File: config.mk
export PLATFORM = sky130hd
export DESIGN_NAME = rr_arbiter
export DESIGN_NICKNAME = d
export VERILOG_FILES = /design/src/rtl/rr_arbiter_pkg.sv /design/src/rtl/rr_arbiter_pick.sv /design/src/rtl/rr_arbiter.sv
export SDC_FILE = /design/constraint.sdc
export NUM_CORES = 1
export LEC_CHECK = 0
export ABC_AREA = 1
export BUFFER_PORTS_ARGS = -buffer_cell sky130_fd_sc_hd__buf_2
export CORE_MARGIN = 4
export CORE_UTILIZATION = 35
export DETAILED_ROUTE_END_ITERATION = 10
export PLACE_DENSITY_LB_ADDON = 0.1
export SETUP_SLACK_MARGIN = 0.1
export SYNTH_ARGS = -nofsm -noshare
export SYNTH_HDL_FRONTEND = slang
export SYNTH_HIERARCHICAL = 1
export SYNTH_SLANG_ARGS = --single-unit
export TNS_END_PERCENT = 30
File: constraint.sdc
create_clock -name clk -period 3.8 [get_ports clk]
set_clock_uncertainty 0.1 [all_clocks]
set_input_delay 0.76 -clock clk [delete_from_list [all_inputs] [get_ports clk]]
set_output_delay 0.76 -clock clk [all_outputs]
set_load 0.05 [all_outputs]
File: src/rtl/rr_arbiter_pkg.sv
// Shared definitions for the round-robin arbiter: requester count,
// index width, FSM state encoding and a one-hot to index helper.
package rr_arbiter_pkg;

    localparam int unsigned NUM_REQ = 8;
    localparam int unsigned IDX_W   = 3;

    typedef enum logic {
        IDLE  = 1'b0,
        GRANT = 1'b1
    } state_t;

    // Index of the set bit in a one-hot vector (zero for an all-zero vector)
    function automatic logic [IDX_W-1:0] onehot_to_idx(input logic [NUM_REQ-1:0] oh);
        logic [IDX_W-1:0] idx;
        idx = '0;
        for (int i = 0; i < NUM_REQ; i++) begin
            if (oh[i]) begin
                idx = IDX_W'(i);
            end
        end
        return idx;
    endfunction

endpackage

File: src/rtl/rr_arbiter_pick.sv
// Rotating first-set search: returns a one-hot vector selecting the first
// set req bit at or above ptr, wrapping from the top index back to 0.
//   req   : request vector
//   ptr   : search start index
//   pick  : one-hot selection, all-zero when req is all-zero
module rr_pick
    import rr_arbiter_pkg::*;
(
    input  logic [NUM_REQ-1:0] req,
    input  logic [IDX_W-1:0]   ptr,
    output logic [NUM_REQ-1:0] pick
);

    logic [IDX_W-1:0] idx;
    logic             found;

    // Walk the requesters starting at ptr; index arithmetic wraps in IDX_W bits
    always_comb begin
        pick  = '0;
        found = 1'b0;
        idx   = '0;
        for (int i = 0; i < NUM_REQ; i++) begin
            idx = ptr + IDX_W'(i);
            if (!found && req[idx]) begin
                pick[idx] = 1'b1;
                found     = 1'b1;
            end
        end
    end

endmodule

File: src/rtl/rr_arbiter.sv
// Round-robin arbiter with bounded grant hold time.
//   clk       : clock, rising edge
//   rst       : synchronous active-high reset
//   req       : level-sensitive request vector
//   done      : current holder finished (ignored in IDLE)
//   gnt       : registered one-hot grant (or zero)
//   gnt_valid : registered, high when gnt is non-zero
//   timeout   : registered one-cycle pulse on a forced MAX_HOLD release
module rr_arbiter
    import rr_arbiter_pkg::*;
#(
    parameter int unsigned NUM_REQ  = 8,
    parameter int unsigned MAX_HOLD = 16
) (
    input  logic               clk,
    input  logic               rst,
    input  logic [NUM_REQ-1:0] req,
    input  logic               done,
    output logic [NUM_REQ-1:0] gnt,
    output logic               gnt_valid,
    output logic               timeout
);

    localparam int unsigned HOLD_W = $clog2(MAX_HOLD + 1);

    state_t              state, state_n;
    logic [IDX_W-1:0]    ptr, ptr_n;
    logic [HOLD_W-1:0]   hold, hold_n;
    logic [NUM_REQ-1:0]  gnt_n;
    logic                gnt_valid_n;
    logic                timeout_n;

    logic [NUM_REQ-1:0]  pick;
    logic [IDX_W-1:0]    g_idx;
    logic                hold_hit;
    logic                normal_rel;

    rr_pick u_pick (
        .req  (req),
        .ptr  (ptr),
        .pick (pick)
    );

    assign g_idx      = onehot_to_idx(gnt);
    // hold counts 0..MAX_HOLD-1 across the grant, giving MAX_HOLD visible cycles
    assign hold_hit   = (hold == HOLD_W'(MAX_HOLD - 1));
    assign normal_rel = done || !req[g_idx];

    // Next-state and next-output logic
    always_comb begin
        state_n     = state;
        ptr_n       = ptr;
        hold_n      = hold;
        gnt_n       = gnt;
        gnt_valid_n = gnt_valid;
        timeout_n   = 1'b0;

        case (state)
            IDLE: begin
                gnt_n       = '0;
                gnt_valid_n = 1'b0;
                if (|req) begin
                    state_n     = GRANT;
                    gnt_n       = pick;
                    gnt_valid_n = 1'b1;
                    hold_n      = '0;
                end
            end
            GRANT: begin
                if (normal_rel || hold_hit) begin
                    state_n     = IDLE;
                    gnt_n       = '0;
                    gnt_valid_n = 1'b0;
                    // a normal release on the last cycle wins over the timeout
                    timeout_n   = hold_hit && !normal_rel;
                    ptr_n       = g_idx + IDX_W'(1);
                    hold_n      = '0;
                end else begin
                    hold_n = hold + HOLD_W'(1);
                end
            end
            default: begin
                state_n     = IDLE;
                gnt_n       = '0;
                gnt_valid_n = 1'b0;
            end
        endcase
    end

    // State and output registers
    always_ff @(posedge clk) begin
        if (rst) begin
            state     <= IDLE;
            ptr       <= '0;
            hold      <= '0;
            gnt       <= '0;
            gnt_valid <= 1'b0;
            timeout   <= 1'b0;
        end else begin
            state     <= state_n;
            ptr       <= ptr_n;
            hold      <= hold_n;
            gnt       <= gnt_n;
            gnt_valid <= gnt_valid_n;
            timeout   <= timeout_n;
        end
    end

endmodule

After elaboration in Yosys (flattened, before gate mapping)
Index checks and enable logic that the tools add are counted.
{"block": "word_totals", "ff_bits": 19, "latchBits": 0, "ram_bits": 0, "mem_bits_ro": 0, "in_bits": 11, "out_inout_bits": 10, "word_cells": 141, "mem_count": 0}
{"block": "op_classes", "n_addsub": 9, "multipliers": 0, "n_div": 0, "n_lt_le_gt_ge": 17, "eq_ne": 3, "shifts": 0, "mux": 67, "bitwise_logic": 9, "reduce_logical": 30}
{"operator": "$mux W8", "n": 10}
{"operator": "$or A8 B8 Y8", "n": 7}
{"operator": "$lt A3 B4 Y1 const B", "n": 9}
{"operator": "$mux W1", "n": 28}
{"operator": "$bmux W1 S3", "n": 9}
{"operator": "$demux W1 S3", "n": 8}
{"operator": "$ge A3 B1 Y1 const B", "n": 8}
{"operator": "$mux W3", "n": 6}
{"operator": "$logic_and A1 B1 Y1", "n": 16}
{"operator": "$pmux W8 S2", "n": 1}
{"operator": "$add A3 B3 Y3 const B", "n": 4}
{"operator": "$mux W5", "n": 2}
{"operator": "$pmux W5 S2", "n": 1}
{"operator": "$logic_not A1 Y1", "n": 9}
{"operator": "$reduce_or A8 Y1", "n": 1}
{"operator": "$add A3 B1 Y3 const B", "n": 2}
{"operator": "$add A3 B2 Y3 const B", "n": 2}
{"operator": "$add A5 B1 Y5 const B", "n": 1}
{"operator": "$eq A5 B4 Y1 const B", "n": 1}
{"operator": "$pmux W1 S2", "n": 2}
{"operator": "$reduce_or A3 Y1", "n": 1}
{"operator": "$logic_or A1 B1 Y1", "n": 2}
{"operator": "$ne A2 B1 Y1 const B", "n": 1}
{"operator": "$ne A2 B2 Y1 const B", "n": 1}
{"operator": "other kinds (2)", "n": 3}

Depth between registers and ports, before layout
Gate-level depths: netlist of run 1.
{"block": "logic_depth", "depth_word": 26, "depth_mapped": 18, "depth_no_buf": 15}

Hierarchy
The synthesis of run 1 kept the hierarchy.
{"mod": "rr_pick", "instances": 1, "cells_each": 243, "area_each_um2": 1222.4, "seq_area_each_um2": 0.0}
{"mod": "rr_arbiter", "instances": 1, "cells_each": 152, "area_each_um2": 1104.8, "seq_area_each_um2": 380.4}

Least setup slack after synthesis of run 1
No wires, ideal clock.
{"block": "synth_path", "path_kind": "register to register", "start": "register ptr[0]", "end": "register gnt[0]", "setup_time_ns": 0.070, "arrival_ns": 2.534, "required_ns": 3.630, "path_slack_ns": 1.096, "path_stages_with_launch": 17, "path_buffers": 4, "synth_period_minus_slack_ns": 2.704, "path_cell_list": "dfxtp_1 > inv_2 > buf_6 > clkbuf_1 > ha_1 > inv_1 > buf_2 > nand3_1 > nand3_1 > o21a_1 > nand3_2 > nor2_4 > buf_6 > nand3_1 > nand3_1 > nand2_1 > a21oi_1"}
{"block": "synth_between", "elab_chain_len": 26, "word_cells_on_any_way": 101, "cone_classes": "add/sub: 7; order compare: 16; mux: 49; bitwise: 7; reduce/logical: 22"}
{"item": "from (decl)", "line": "rr_arbiter.sv:27", "source": "logic [IDX_W-1:0] ptr, ptr_n;"}
{"item": "from (signal assigned)", "line": "rr_arbiter.sv:101", "source": "ptr <= ptr_n;"}
{"item": "parallel branches: the longest is 23 deep, another holds $lt A3 B4 Y1"}
{"item": "$mux W8 (*)", "line": "rr_arbiter_pick.sv:24", "source": "if (!found && req[idx]) begin"}
{"item": "named net pick[0]", "line": "rr_arbiter.sv:33", "source": "logic [NUM_REQ-1:0] pick;"}
{"item": "$mux W8 (*)", "line": "rr_arbiter.sv:62", "source": "if (|req) begin"}
{"item": "$pmux W8 S2 (*)", "line": "rr_arbiter.sv:58", "source": "case (state)"}
{"item": "to (signal assigned)", "line": "rr_arbiter.sv:103", "source": "gnt <= gnt_n;"}
{"item": "to (decl)", "line": "rr_arbiter.sv:19", "source": "output logic [NUM_REQ-1:0] gnt,"}
Mark *: on every way through the listed nets, which the timed path passes. The select of a mux whose other input is x is not followed.
A chain may end at the register's enable or synchronous reset.

Worst setup path in the final report of run 1
{"block": "layout_path", "start": "register ptr[1]", "end": "register gnt[0]"}
Same word-level chain as after synthesis.

==> results of run 1 <==
==> per-layer routing <==
metal	up-vias	track usage, %	wire length (µm)
met2	69	27.3	3050
li1	1334	-	-
met3	10	2.21	238
met5	-	0	0
met1	1160	25.5	3410
met4	0	3.38	80
==> sequential cells by signal (all words and copies together), names as in the netlist <==
signal,flops
state,1
gnt,8
hold,5
ptr,3
timeout,1
gnt_valid,1
==> worst max-delay path, delay by kind of cell, from the launching register on <==
kind	cells	cell delay, ns
compound gates	1	0.15
fa+ha+maj	1	0.31
buf+inv	3	0.68
flops	1	0.51
simple gates	11	1.46
==> through the flow <==
step | hold WS, ns | util, %
after floorplan | 0.344 | -
after detailed placement | 0.363 | 38.3
after global placement | 0.359 | 38.3
after global routing | 0.414 | 39.0
after CTS | 0.374 | 39.0
final | 0.371 | 39.0
==> cells in the mapped netlist, types with 2 or more instances <==
library cell,n
a21oi_1,18
buf_2,7
buf_4,2
buf_6,3
clkbuf_1,3
dfxtp_1,19
ha_1,9
inv_1,43
inv_2,8
nand2_1,79
nand2_2,11
nand2_4,3
nand3_1,73
nand3_2,5
nand3b_1,10
nand4_1,23
nor2_1,41
nor2_4,3
nor3_1,18
nor3_2,4
o21ai_0,2
==> kinds of logic (layout without fill, tap and decap cells) <==
kind of cell	count (synthesis)	in the layout
adders and majority gates	9	9
and+or+nand+nor	274	274
DFF	19	19
xor gates and xnor gates	2	2
buffers and inverters	68	79
AOI/OAI and AO/OA	23	23
==> worst paths after layout <==
kind                           to  cells past startpoint  slack [ns]
max           gnt[0]$_SDFFE_PP0P_                     16        0.52
min          hold[4]$_SDFFE_PP0P_                      2        0.37
max reg2reg   gnt[0]$_SDFFE_PP0P_                     16        0.52
min reg2reg  hold[4]$_SDFFE_PP0P_                      2        0.37
==> area by class of cell <==
cell class / instances / area [µm²]
timing repair buffer: 22 / 115
tap: 77 / 96.3
multi-input combinational: 308 / 1650
fill: 710 / 3900
clock buffer: 4 / 45.0
inverter: 53 / 200
sequential: 19 / 380
==> timing repair <==
item	4_1_cts	5_1_grt
endpoints found under the hold margin	0	0
hold buffers	0	0
gates resized for setup	0	1
setup endpoints to repair	0	3
==> out/summary.md, run 1 <==
STA puts the critical path data arrival time at 3.38 ns. For this run, the slowest stage of the critical path takes 0.51 ns. The worst path needs 3.28 ns of the cycle, external delays included. At the end of routability-driven placement, the weighted congestion stood at 0.936. The number of nets in the synthesized netlist is 415. The transition time at the pin with the least slew margin is 0.779 ns, and the top-area cell type share of the netlist area is 16.3%. Most common cell after layout, fill and taps aside: nand2_1. The number of global-route vias before repair is 2312.

After detailed routing, the number of remaining DRC violations is 0. For the post-detailed-route count of antenna-violating nets, the log shows 0. TritonCTS built the clock tree.

Prior to clock tree synthesis, the placed netlist has a worst setup slack of 0.513 ns. The logs give 0.516 ns for the worst-case setup margin in the final layout and 2573 for the vias after detailed routing. The die covers 8020 µm².

Post-CTS timing repair inserted 0 buffers for setup. The run finished with clean final reports. The share of final-layout standard cells stronger than drive strength 1 works out to 16.0%. The die is 89.5 µm wide. The final number of max-transition violations is 0. The via-per-instance ratio came out at 5.33.

The average instance in the mapped netlist occupies 5.89 µm². Counting every instance in the synthesized netlist gives 395. The portion of synthesized area spent on multiplexers is 0%. Before antenna repair, the detailed router went through 5 iterations. Measured against its own limit, the worst slew margin works out to 48.0%. Count of max-cap constraint violations: 0.

The number of H-tree branching levels came out at 1. The number of buffers inserted by port buffering was 20. For the count of unique library cells instantiated by Yosys, the log shows 32. The critical path class was reg2reg. Setup violations remaining at the end of the flow were counted as 0. For the net count reported at finish, the log shows 427. The run gives 0 as the initial antenna violation count. With fillers left out, the area of the finished cells amounts to 2490 µm². By area, the combinational part of the netlist is dominated by simple AND/OR/NAND/NOR gates. The number of synthesized flops with an enable pin is 0. The master cell of the clock root buffer is clkbuf_8. The worst setup path is captured at a flop. The wire length of the first global-routing pass was 11.0 mm.

Static timing analysis puts the maximum clock frequency at 304 MHz. The final critical-path share of the clock period was 86.4%; the placed cell area was 2440 µm². Tracing the worst setup path back leads to its startpoint at ptr[1]$_SDFFE_PP0P_. Largest area contributor in the synthesized netlist: dfxtp_1. After synthesis, the share of flip-flops with an asynchronous set or reset is 0%.

Launching element type of the critical path: a flop. For the number of clock sinks, the log shows 19. Traced cell by cell, the critical path runs through inv_1 -> ha_1 -> buf_4 -> inv_1 -> nand3_2 -> nand2_1 -> nand2_1 -> nand2_1 -> nand2_2 -> nor2_8 -> nand3_2 -> nor2_4 -> nand3_1 -> nand3_1 -> nand2_1 -> a21oi_1.

Post-detailed-routing wire length: 6.78 mm. The floorplan step defined a core boundary enclosing 6390 µm². The synthesized design contains 19 register bits.

For the final routed database, the setup TNS stands at 0 ns. Critical path required time: 3.89 ns. Setup repair after global routing left no endpoint under its margin. In this run the worst path has a maximum fanout of 18. The worst register-to-register path begins at ptr[1]$_SDFFE_PP0P_. For the maximum number of pins on one net before global-route repair, the log shows 23.

The count of endpoints failing hold in the final timing report came out at 0. Dividing the detail-routed wire length by the instance count gives 14.0 µm. The HPWL reported at the end of detailed placement is 5.36 mm, and the area growth from synthesis to final layout is 6.99%. The classification of the worst-slack hold path is reg2reg. After synthesis, flip-flops and latches occupy 16.3% of the total area. Including well taps, the total number of placed cells is 479. Of the total synthesized cell area, the portion taken by full adders, half adders and majority gates is 4.84%. The vertical die dimension is 89.5 µm. The library cells used most frequently in the layout, excluding fill and tap cells, are 79 x nand2_1, 73 x nand3_1, 43 x inv_1.

The logs give 2330 µm² for the cell area after technology mapping and 0 for the residual overflow from global routing. The most frequently used flop master after synthesis is dfxtp_1. In the post-synthesis netlist, the biggest area contributors are dfxtp_1 16%, nand3_1 16%, nand2_1 13%.

The cell with the most instances on the worst path is nand2_1. The slowest stage of the critical path belongs to the cell dfxtp_1. For the maximum root-to-sink buffer count, the log shows 2. In this run the most critical hold path is launched from hold[4]$_SDFFE_PP0P_. 21 I/O pins were placed.

The source-to-sink clock delay at the later pin of the worst-skew pair was 0.26 ns. The synthesized-area fraction occupied by xor and xnor cells is 0.753%. The run gives 483 as the number of standard cells in the layout, taps in and fillers out.

In this run the core area contains 29 standard-cell rows. The area fraction in and, or, nand and nor cells after synthesis is 60.0%. Clock buffer count from CTS: 3. The complex-gate fraction of the synthesized area works out to 5.38%.

The number of warnings printed during yosys synthesis came out at 6. The repair_antennas step left the layout with diodes totalling 0. For this block, the initial DRC count from the detailed router was 299. After clock tree synthesis, the clock-pin slew on the worst setup and hold paths is 0.08 ns.

The initial utilization of the core area, before any placement, comes to 36.4%. For this run, the total global-route usage over all layers was measured as 17.4%.
Power of run 1 is not shown: default switching activity piles up to over one toggle a cycle in this logic, so the estimate is an artifact.
==> inputs of run 2 (changes only) <==
--- a/config.mk
+++ b/config.mk
@@ -8,9 +8,10 @@
 export ABC_AREA = 1
 export BUFFER_PORTS_ARGS = -buffer_cell sky130_fd_sc_hd__buf_2
 export CORE_MARGIN = 4
-export CORE_UTILIZATION = 35
+export CORE_UTILIZATION = 50
+export CTS_BUF_LIST = sky130_fd_sc_hd__clkbuf_8
 export DETAILED_ROUTE_END_ITERATION = 10
-export PLACE_DENSITY_LB_ADDON = 0.1
+export PLACE_DENSITY = 0.73
 export SETUP_SLACK_MARGIN = 0.1
 export SYNTH_ARGS = -nofsm -noshare
 export SYNTH_HDL_FRONTEND = slang
==> run 2 against run 1 <==
Register-to-register slack worse by 0.02 ns. Critical path depth unchanged. Sequential share of layout area up 0.19 points. Via count up 3.3%. Global-route usage up 4.3 points. Routed wire length down 5.9%. Die area down 28%. Worst hold slack worse by 0.0022 ns. Sequential cell count unchanged. Final area down 1.3%. Final cell count down 5.2%. First-iteration DRC count up 9.0%. Largest cell class unchanged. Highest routed layer unchanged.
==> out/summary.md, run 2 (synthesized netlist as in run 1, its figures left out) <==
The post-detailed-route count of antenna-violating nets is 0 (unchanged). Maximum number of pins on one net before global-route repair: 23 (unchanged). The final-layout fill cell count was 467 (-34%); the number of flip-flops under the largest register name was 8 (unchanged). The clock period minus final worst setup slack works out to 3.30 ns (+0.0203 ns). The logs give 5810 µm² (-28%) for the die footprint and 0 (unchanged) for the initial antenna violation count. The worst hold path begins at hold[4]$_SDFFE_PP0P_.

The area growth from synthesis to final layout is 5.65%, and the data arrival time of the critical path is 3.39 ns (about the same). Critical path required time: 3.89 ns (about the same). The achievable frequency was 303 MHz (-0.61%); the core region area was 4440 µm² (-30%). In the final layout, the registers with the most flip-flops are gnt (8), hold (5), ptr (3). The total global-route track usage came out at 21.6% (+4.3 points). The number of standard cells in the layout, taps in and fillers out was 458 (-5.2%). Depth of the critical timing path with buffers and inverters included: 16 (unchanged). Routed signal wires occupy layers up through met4.

The logs give 0 (unchanged) for the number of remaining DRC errors and 2 (unchanged) for the maximum root-to-sink buffer count. For the routability-driven placement congestion ratio, the log shows 0.970 (+3.5%). The slowest stage of the critical path belongs to the cell dfxtp_1. The reg-to-reg setup timing slack is 0.50 ns (-0.02 ns), and the initial detailed-routing violation count is 326 (+9.0%).

The count of endpoints failing setup in the final report is 0 (unchanged). The HPWL reported at the end of detailed placement was 4.97 mm (-7.3%). For the post-detailed-routing wire length, the log shows 6.38 mm (-5.9%).

The share of final-layout standard cells stronger than drive strength 1 is 16.0% (unchanged), and the average wire length per cell after detail routing is 13.9 µm (-0.78%). The critical-path maximum fanout is 18 (unchanged), and the remaining max-slew budget at the tightest pin is 49.1% (+1.1 points). Broken down by cell family, the worst path's largest delay share belongs to simple AND/OR/NAND/NOR gates. The initial cell density of the core was 52.4% (+16 points); the number of cells on the worst reg-to-reg path was 16 (unchanged). The run finished with clean final reports. The number of standard-cell rows in the floorplan came out at 24 (-17%).

The count of endpoints failing hold in the final timing report came out at 0 (unchanged). Net count reported at finish: 427 (unchanged). The tree is rooted in a clkbuf_8. The transition time at the pin with the least slew margin came out at 0.763 ns (-0.0161 ns). The worst setup path is of the reg2reg kind. The tools report the number of search-and-repair iterations in the first detailed-routing pass as 5 (unchanged). The first element of the critical path was ptr[1]$_SDFFE_PP0P_. Worst reg2reg path startpoint: ptr[1]$_SDFFE_PP0P_. In this design, the critical path's most frequently occurring cell is nand2_1. Clock buffer count from CTS: 3 (unchanged). The tools report the launching element type of the critical path as a flop. The tools report the footprint of the multi-input gates as 1650 µm² (unchanged). The number of global-route vias before repair was 2284 (-1.2%). For the count of max-cap constraint violations, the log shows 0 (unchanged). The number of clock sinks came out at 19 (unchanged). The top cell types in the final layout, fill and taps aside, are 79 x nand2_1, 73 x nand3_1, 44 x inv_1.

The total I/O pin count is 21 (unchanged). TritonCTS built the clock tree. The vias after detailed routing was 2658 (+3.3%); the number of stages on the worst hold path was 2 (unchanged).

The classification of the worst-slack hold path was reg2reg. Setup repair after global routing left no endpoint under its margin. The final critical-path share of the clock period was 87.0% (+0.53 points); the met2 wire length was 2.92 mm (-4.5%). For the antenna diode count, the log shows 0 (unchanged). The run gives 10.6 mm (-3.5%) as the wire length of the first global-routing pass. Clock transition at the register clock pins on the worst setup and hold paths after CTS: 0.08 ns (about the same). The worst setup path is captured at a flop. The wire length on met3 was 354 µm (+49%). Number of buffers inserted by port buffering: 20 (unchanged). The number of buffers and inverters on the critical path came out at 3 (unchanged). The final number of max-transition violations was 0 (unchanged).

The tools report the total routed wire length on the met1 layer as 3.00 mm (-12%). The logs give 1 (unchanged) for the number of H-tree branching levels and 454 (-5.2%) for the placed instance count. Walking the worst path, the cells encountered are inv_1 -> ha_1 -> buf_4 -> inv_1 -> nand3_2 -> nand2_1 -> nand2_1 -> nand2_1 -> nand2_2 -> nor2_8 -> nand4_1 -> nor2_1 -> nor2_1 -> nand3_1 -> nand2_1 -> a21oi_1.

The via-per-instance ratio was 5.80 (+8.9%). The horizontal extent of the die works out to 76.2 µm (-15%). The combined flip-flop and latch cell area came out at 380 µm² (unchanged).

The logs give 0 ns (unchanged) for the summed negative setup slack over all endpoints and 0.26 ns (about the same) for the source-to-sink clock delay at the later pin of the worst-skew pair. The library cell used most frequently in the layout, excluding fill and tap cells, is nand2_1. Vertical die dimension: 76.2 µm (-15%). The cts-stage hold buffer count came out at 0 (unchanged). The register bank with the most flops was gnt. The worst stage delay on the critical path is 0.49 ns (-0.02 ns), and the residual overflow from global routing is 0 (unchanged).
==> run 2: final timing paths <==
check	to
setup / recovery	gnt[5]$_SDFFE_PP0P_
hold / removal	hold[4]$_SDFFE_PP0P_
setup reg to reg	gnt[5]$_SDFFE_PP0P_
hold reg to reg	hold[4]$_SDFFE_PP0P_
==> run 2: repair_timing <==
action | in CTS | in global routing
buffers inserted | 0 | 0
resized for setup | 0 | 1
setup endpoints to repair | 0 | 5
==> run 2: per-layer routing <==
metal,GRT usage [%],vias up
met3,2.72,13
met5,0,-
met1,30.2,1195
li1,-,1333
met4,7.79,0
met2,34.1,117
==> run 2: layout make-up <==
class,count,area share [%]
clock buffer,3,1.68
timing repair buffer,22,4.68
sequential,19,15.5
clock inverter,1,0.153
tap,52,2.65
multi-input combinational,308,67.2
inverter,53,8.14
==> run 2: tightest hold or removal path, delay by kind of cell, from the launching register on <==
| kind | cells | cell delay (ns) |
|---|---|---|
| simple gates | 1 | 0.06 |
| flops | 1 | 0.31 |
| compound gates | 1 | 0.05 |
==> run 2: stage by stage <==
step                hold slack (ns)  setup slack, ns  area [µm²]  util, %
floorplan                     0.344             1.10        2330        -
CTS                           0.369            0.488        2460     55.3
finish                        0.369            0.495        2460     55.3
detailed placement            0.357            0.514        2410     54.3
global route                  0.393            0.133        2460     55.3
global placement              0.354            0.673        2410     54.3
Power of run 2 is left out for the same reason.
